## src/rtl/ni_pkg.sv

```systemverilog
// Shared NI types and defaults.
// Used by the injection scheduler and its arbiter.
package ni_pkg;

  typedef enum logic {
    IDLE = 1'b0,
    SEND = 1'b1
  } ni_state_e;

  localparam int NI_NUM_REQ   = 4;
  localparam int NI_DATA_W    = 32;
  localparam int NI_MAX_FLITS = 16;

  function automatic int idx_w(input int n);
    return (n > 1) ? $clog2(n) : 1;
  endfunction

  localparam int NI_GID_W = idx_w(NI_NUM_REQ);

endpackage

```

## src/rtl/rr_arbiter.sv

```systemverilog
// Combinational round-robin pick.
// Searches ptr+1, ptr+2, ... modulo N.
module rr_arbiter
  import ni_pkg::*;
#(
  parameter int N  = NI_NUM_REQ,
  parameter int IW = idx_w(N)
) (
  input  logic [N-1:0]  req,
  input  logic [IW-1:0] ptr,
  output logic [N-1:0]  gnt_onehot,
  output logic [IW-1:0] gnt_idx
);

  logic          found;
  logic [IW-1:0] k;

  // first requester after ptr wins
  always_comb begin
    gnt_onehot = '0;
    gnt_idx    = '0;
    found      = 1'b0;
    k          = '0;
    for (int i = 1; i <= N; i++) begin
      k = IW'((int'(ptr) + i) % N);
      if (!found && req[k]) begin
        found         = 1'b1;
        gnt_onehot[k] = 1'b1;
        gnt_idx       = k;
      end
    end
  end

endmodule

```

## src/rtl/ni_inject_scheduler.sv

```systemverilog
// NI injection port scheduler.
// Round-robin, wormhole grant hold, phase gated.
module ni_inject_scheduler
  import ni_pkg::*;
#(
  parameter  int NUM_REQ   = NI_NUM_REQ,
  parameter  int DATA_W    = NI_DATA_W,
  parameter  int MAX_FLITS = NI_MAX_FLITS,
  localparam int GID_W     = idx_w(NUM_REQ),
  localparam int CNT_W     = idx_w(MAX_FLITS)
) (
  input  logic                      clk,
  input  logic                      reset_n,
  input  logic                      mode_i,
  input  logic [NUM_REQ-1:0]        req_valid,
  input  logic [NUM_REQ*DATA_W-1:0] req_data,
  input  logic [NUM_REQ-1:0]        req_last,
  output logic [NUM_REQ-1:0]        req_ready,
  output logic                      out_valid,
  output logic [DATA_W-1:0]         out_data,
  output logic                      out_last,
  input  logic                      out_ready,
  output logic [GID_W-1:0]          grant_id,
  output logic                      busy,
  output logic                      len_err
);

  ni_state_e          state;
  ni_state_e          state_nxt;
  logic [GID_W-1:0]   rr_ptr;
  logic [GID_W-1:0]   arb_idx;
  logic [NUM_REQ-1:0] arb_oh;
  logic               arb_any;
  logic [CNT_W-1:0]   flit_cnt;
  logic               cnt_max;
  logic               xfer;

  rr_arbiter #(
    .N  (NUM_REQ),
    .IW (GID_W)
  ) u_arb (
    .req        (req_valid),
    .ptr        (rr_ptr),
    .gnt_onehot (arb_oh),
    .gnt_idx    (arb_idx)
  );

  assign arb_any = |arb_oh;
  assign cnt_max = (flit_cnt == CNT_W'(MAX_FLITS - 1));
  assign xfer    = out_valid & out_ready;

  // state register
  always_ff @(posedge clk or negedge reset_n) begin
    if (!reset_n) state <= IDLE;
    else          state <= state_nxt;
  end

  // next state and port outputs from the grant
  always_comb begin
    state_nxt = state;
    out_valid = 1'b0;
    out_data  = '0;
    out_last  = 1'b0;
    req_ready = '0;
    case (state)
      IDLE: begin
        if (mode_i && arb_any) state_nxt = SEND;
      end
      SEND: begin
        out_valid = mode_i & req_valid[grant_id];
        out_data  = req_data[int'(grant_id)*DATA_W +: DATA_W];
        out_last  = req_last[grant_id] | cnt_max;
        req_ready[grant_id] = mode_i & out_ready;
        if (out_valid && out_ready && out_last)
          state_nxt = IDLE;
      end
      default: state_nxt = IDLE;
    endcase
  end

  // grant, pointer, flit count and guard pulse
  always_ff @(posedge clk or negedge reset_n) begin
    if (!reset_n) begin
      grant_id <= '0;
      busy     <= 1'b0;
      rr_ptr   <= GID_W'(NUM_REQ - 1);
      flit_cnt <= '0;
      len_err  <= 1'b0;
    end else begin
      len_err <= 1'b0;
      if (state == IDLE) begin
        if (mode_i && arb_any) begin
          grant_id <= arb_idx;
          busy     <= 1'b1;
          flit_cnt <= '0;
        end
      end else if (xfer) begin
        if (out_last) begin
          rr_ptr   <= grant_id;
          busy     <= 1'b0;
          flit_cnt <= '0;
          len_err  <= ~req_last[grant_id];
        end else begin
          flit_cnt <= flit_cnt + 1'b1;
        end
      end
    end
  end

endmodule

```

## config.mk

```make
export PLATFORM = sky130hd
export DESIGN_NAME = ni_inject_scheduler
export DESIGN_NICKNAME = d
export VERILOG_FILES = /design/src/rtl/ni_pkg.sv /design/src/rtl/rr_arbiter.sv /design/src/rtl/ni_inject_scheduler.sv
export SDC_FILE = /design/constraint.sdc
export NUM_CORES = 1
export LEC_CHECK = 0
export CAP_MARGIN = 20
export CORE_MARGIN = 4
export CORE_UTILIZATION = 30
export CTS_CLUSTER_DIAMETER = 30
export DETAILED_ROUTE_END_ITERATION = 7
export PLACE_DENSITY_LB_ADDON = 0.3
export SLEW_MARGIN = 10
export SYNTH_ARGS = -nofsm -noshare
export SYNTH_HDL_FRONTEND = slang
export SYNTH_SLANG_ARGS = --single-unit
```

## constraint.sdc

```tcl
create_clock -name clk -period 6.9 [get_ports clk]
set_input_delay 0.69 -clock clk [delete_from_list [all_inputs] [get_ports clk]]
set_output_delay 0.69 -clock clk [all_outputs]
set_load 0.02 [all_outputs]
```

==> results by group <==
Critical path
  • Crit path cell chain: buf_4 -> mux4_2 -> and2_1 -> clkdlybuf4s50_1
  • Type of origin of the critical path: register
  • Crit-path max cell delay: 0.67 ns
  • Required @ worst endpoint: 6.21 ns
  • Critical-path maximum fanout: 22
  • Crit end category: primary output
  • Crit Path Class: reg2out
  • Worst path slowest cell: dfrtp_2
  • Critical Path Start: grant_id[0]
  • Critical Path AT: 2.69 ns
  • Reg-to-reg critical path startpoint: rr_ptr[0]

Die
  • Initial Util: 31.2%
  • Rows: 29
  • Die ar.: 8060 um^2
  • Core ar.: 6420 um^2
  • Io pins: 182
  • Die height: 89.8 um
  • Die width: 89.8 um

Min path
  • Worst hold path startpoint: busy
  • Hold crit path type: reg2reg

Timing
  • TNS Setup: 0 ns
  • Slack of the critical path: 3.52 ns
  • Max Slew Vio Count: 0
  • Max Clock Freq: 296 MHz
  • Clk_skew: 0.00147 ns
  • Period minus WS final: 3.38 ns
  • Final setup fails: 0
  • Fin. Hold Viols: 0
  • Actual slew at the worst max-slew pin: 0.978 ns
  • Crit share post-route: 48.9%
  • RSZ-0062 raised after global routing: no
  • Slew HR: 34.8%

GRT
  • Vias in the first global route: 2296
  • First-pass GRT wire length: 13.5 mm
  • Grt total ovfl: 0
  • Gr usage total: 21.0%
  • Initial antenna violation count: 0
  • Largest net degree at the start of global routing: 39

Pwr
  • Clock share of power: 4.9%
  • Leak: 1.45 nW
  • Switching Share: 45.0%
  • Sequential share of power: 13.6%
  • Internal power: 0.000743 W
  • Comb power frac: 81.6%
  • VDD IR max: 0.209 mV
  • Pwr Density: 348 nW/um^2
  • Psw: 0.000609 W

Finish
  • Area grow syn2layout: 93.9%
  • Non-Filler Instances: 443
  • Most frequent cells in the layout: 181 x clkdlybuf4s50_1, 35 x mux4_2, 34 x and2_1
  • Most common cell after layout, fill and taps aside: clkdlybuf4s50_1
  • Fin util: 60.6%
  • Antenna Cells: 0
  • Fill count: 559
  • Nets: 516
  • Layout cells sized above 1: 12.8%

Clocking
  • Root Buffer: clkbuf_8
  • H-tree lvl count: 1
  • CTS Buffer Depth: 2
  • Worst-skew pair later-pin latency: 0.24 ns
  • Post-CTS setup buffer count: 0
  • Post-CTS sizing: 0
  • Cts bufs inserted: 3
  • Clk slew on worst S/H paths: 0.05 ns
  • Hold Buf Count CTS: 0
  • CTS tree: built
  • Total clock sinks: 11

Synth
  • Post-synthesis register bit count: 11
  • Post-synth EDFFs: 0
  • Post-synth ARST share: 100%
  • Syn_area_per_cell: 10.1 um^2
  • Post-synthesis cell count: 198
  • Yosys warnings: 0
  • Post-synth cell types: 41
  • Syn nets: 347
  • Post-synthesis sequential area ratio: 13.8%
  • Main synth FF type: dfrtp_1
  • Netlist Area Pre-Place: 2010 um^2

Detailed routing
  • Antenna Nets Post-Route: 0
  • DR DRC count: 0
  • DR WL/cell: 19.8 um
  • Drt pass-1 iters: 4
  • Final WL: 8.75 mm
  • Starting DRC count in detailed routing: 53
  • Vias: 2344
  • DR vias/cell: 5.29

Flow run
  • Maxcap violations: 0

Placement
  • Dpl hpwl: 7.22 mm
  • Port Buffer Count: 181
  • Routability Congestion: 0.889
  • Worst slack at placement: 3.59 ns
  • Post-Place Cells: 439

Outcome
  • Status: finished clean
critical path, delay by kind of cell, from the launching register on:
family        cells  cell delay [ns]
mux               1             0.55
flops             1             0.67
simple gates      1             0.16
buf+inv           2             1.06
power groups by stage:
stage	sequential (W)	clock (W)	combinational [W]
detailed placement	0.000186	0	0.00111
CTS	0.000185	0.0000674	0.00111
finish	0.000183	0.0000658	0.00110
global route	0.000198	0.0000691	0.00118
floorplan	0.000124	0	0.000734
global placement	0.000185	0	0.00110
kinds of logic (layout without fill, tap and decap cells):
logic type,count (synthesis),count (layout),synth area share (%)
adders and majority gates,9,9,5.61
DFF,11,11,13.8
and+or+nand+nor,87,87,23.9
muxes,39,39,41.3
AOI/OAI and AO/OA,27,27,9.98
buffers and inverters,25,193,5.36
cells in the mapped netlist (2+ instances only):
cell	number	area share (%)
nand3_1	6	1.5
nand2b_1	2	0.62
nor4_1	3	0.94
mux4_2	35	39
dfrtp_1	9	11
nor3_1	4	1.0
buf_1	2	0.37
a21oi_1	3	0.75
and3_1	2	0.62
and2_1	34	11
ha_1	9	5.6
o21ai_0	8	2.0
clkbuf_1	11	2.1
dfstp_2	2	2.6
buf_2	4	1.0
o211ai_1	4	1.5
nor2b_1	6	1.9
inv_1	6	1.1
a31oi_1	2	0.62
mux2i_1	3	1.5
nor2_1	10	1.9
nand2_1	14	2.6
final timing paths:
kind | end | slack, ns | cells past startpoint
max | out_data[31] | 3.52 | 4
min | busy | 0.50 | 2
max reg2reg | flit_cnt[0] | 3.92 | 7
min reg2reg | busy | 0.50 | 2
max in group asynchronous | grant_id[0] | 5.77 | 1
min in group asynchronous | len_err | 0.78 | 1
sequential cells by signal, summed over array words and instances, names as in the netlist:
register	cells
busy	1
flit_cnt	4
grant_id	2
len_err	1
rr_ptr	2
state	1
layout make-up:
cell class              count  area [um^2]  share of cell area (%)
well taps                  77         96.3                    2.48
inverters                   6         22.5                   0.579
repair buffers            183         1830                    46.9
multi-input cells         162         1620                    41.7
clock buffers               4         45.0                    1.16
flip-flops and latches     11          279                    7.17
through the flow:
step                hold slack [ns]  cell area [um^2]  power [W]
finish                        0.503              3890    0.00135
global route                  0.523              3890    0.00145
CTS                           0.498              3890    0.00137
detailed placement            0.480              3850    0.00129
global placement              0.467              3850    0.00128
floorplan                     0.394              2010   0.000858
per-layer routing:
layer	vias to the layer above	wire (um)	global-route usage (%)
met5	-	0	0
li1	1084	-	-
met2	116	4560	38.0
met3	14	695	6.01
met1	1130	3340	24.8
met4	0	159	4.21
(Power assumes the default switching activity.)
==> RTL change, RTL diff (same settings) <==
Add an input register stage for `mode_i`, without a reset; this delays it by one clock. The other inputs are not delayed to match.
--- a/src/rtl/ni_inject_scheduler.sv
+++ b/src/rtl/ni_inject_scheduler.sv
@@ -26,2 +26,8 @@
 );
+
+  logic mode_q;
+
+  always_ff @(posedge clk) begin
+    mode_q <= mode_i;
+  end
 
@@ -66,9 +72,9 @@
       IDLE: begin
-        if (mode_i && arb_any) state_nxt = SEND;
+        if (mode_q && arb_any) state_nxt = SEND;
       end
       SEND: begin
-        out_valid = mode_i & req_valid[grant_id];
+        out_valid = mode_q & req_valid[grant_id];
         out_data  = req_data[int'(grant_id)*DATA_W +: DATA_W];
         out_last  = req_last[grant_id] | cnt_max;
-        req_ready[grant_id] = mode_i & out_ready;
+        req_ready[grant_id] = mode_q & out_ready;
         if (out_valid && out_ready && out_last)
@@ -91,3 +97,3 @@
       if (state == IDLE) begin
-        if (mode_i && arb_any) begin
+        if (mode_q && arb_any) begin
           grant_id <= arb_idx;
Behaviour: not the same (a bounded check fails within 4 cycles, from zero or initial values and one cycle with reset_n low).
==> RTL change against the unedited design <==
Setup slack better by 0.019 ns. Utilization is 0.32 points higher. Sequential cell count is 1 higher. Area after synthesis is 1.0% lower. First-iteration DRC count is 11% higher. Power is 1.2% lower. Critical endpoint is now out_data[27]. Largest cell class unchanged. Wire length is 6.3% lower. Count of clock-buffer cells in the layout stayed put. Cell area hardly changed. Largest power group unchanged.
==> RTL change: results (changes against the unedited design) <==
| Metric | Value |
|---|---|
| Synth Area in Compound Gates | 7.12% (-2.9 points) |
| Grt met3 use | 4.79% (-1.2 points) |
| Largest stage delay, worst path | 0.59 ns (-0.08 ns) |
| Post_cts resized | 0 (unchanged) |
| Drt wl/cell | 19.4 µm (-1.9%) |
| Placed inst area | 0.00383 mm² (-0.29%) |
| Leakage power | 1.44 nW (-0.50%) |
| Global-route wire length before repair | 11200 µm (-17%) |
| GR Util met1 | 21.1% (-3.7 points) |
| Share of layout cells above drive strength 1 | 16.8% (+3.9 points) |
| Worst Path Arrival | 2.67 ns (-0.02 ns) |
| GRT Util Overall | 18.3% (-2.7 points) |
| Clock Skew | 0.000993 ns (-0.000481 ns) |
| Status | finished clean |
| Area grow syn2layout | 95.8% |
| Slew Viols, Final | 0 (unchanged) |
| Pre-CTS WS | 3.64 ns (+0.0568 ns) |
| Via-per-instance ratio | 5.07 (-4.3%) |
| WL met3 | 795 µm (+14%) |
| Register area share after synthesis | 15.0% (+1.1 points) |
| Vias in the first global route | 2085 (-9.2%) |
| Mux contribution to synthesized area | 46.7% (+5.3 points) |
| WL met1 | 2890 µm (-13%) |
| Ys async rst share | 91.7% (-8.3 points) |
| Initial antenna violation count | 0 (unchanged) |
| Synthesized-area fraction occupied by adder cells | 5.67% (+0.057 points) |
| Peak VDD IR | 223 µV (+6.9%) |
| Total Nets Final | 496 (-3.9%) |
| Largest net degree at the start of global routing | 42 (+7.7%) |
| Final HPWL DP | 6850 µm (-5.1%) |
| Post-CTS Setup Inserts | 0 (unchanged) |
| Cell variety after synth | 37 (-9.8%) |
| Mapped Nets | 324 (-6.6%) |
| Largest cells by area after synthesis | mux4_2 (42%), dfrtp_1 (11%), and2_1 (10%), ha_1 (5.7%), mux2_2 (2.8%) |
| 1st-iter DRT viols | 59 (+11%) |
| M2 GR Usage | 34.2% (-3.9 points) |
| Overall power | 1.34 mW (-1.2%) |
| Synth top cells by count | mux4_2 (37), and2_1 (32), nand2_1 (10) |
| Routability cong. | 0.794 (-11%) |
| Met2 WL | 4420 µm (-3.0%) |
| Worst hold path depth | 2 (unchanged) |
| CP Max Fanout | 29 (+32%) |
[RTL change: changes by cell type in the layout (fill, tap and decap cells not counted), moves of 3 or more]
cell      delta
o21ai_0      -3
mux2i_1      -3
nor2_1       -4
nor2b_1      -4
o211ai_1     -4
nand2_1      -4
mux2_2       +5
[RTL change: metrics by stage]
| stage | std cells | hold WS (ns) |
|---|---|---|
| after CTS | 423 | 0.502 |
| after floorplan | 175 | 0.394 |
| after global routing | 423 | 0.535 |
| after detailed placement | 419 | 0.470 |
| after global placement | 419 | 0.479 |
| final | 423 | 0.498 |
[RTL change: worst min-delay path, stage by stage, from the launching register on]
cell and delay [ns]:
dfrtp_1 0.35, nand2_1 0.05, nand2_1 0.06
[RTL change: layout make-up]
class	count	area [µm²]
clock buffers	4	55.1
fillers	541	2500
inverters	6	22.5
multi-input cells	142	1600
flip-flops and latches	12	300
well taps	77	96.3
repair buffers	182	1820
[RTL change: cells by family (layout without fill, tap and decap cells)]
logic type,after synthesis,in the layout
AOI/OAI and AO/OA,19,19
adders and majority gates,9,9
buffers and inverters,21,192
DFF,12,12
muxes,44,44
and+or+nand+nor,70,70
[RTL change: power breakdown]
group | internal (mW) | switching [mW]
Sequential | 0.0981 | 0.112
Combinational | 0.613 | 0.436
Clock | 0.0505 | 0.0268
[RTL change: final timing paths]
check / endpoint / slack (ns)
min reg2reg: busy$_DFFE_PN0P_ / 0.50
max in group asynchronous: grant_id[0]$_DFFE_PN0P_ / 5.75
min: busy$_DFFE_PN0P_ / 0.50
min in group asynchronous: state$_DFF_PN0_ / 0.79
max reg2reg: grant_id[1]$_DFFE_PN0P_ / 4.08
max: out_data[27] / 3.54
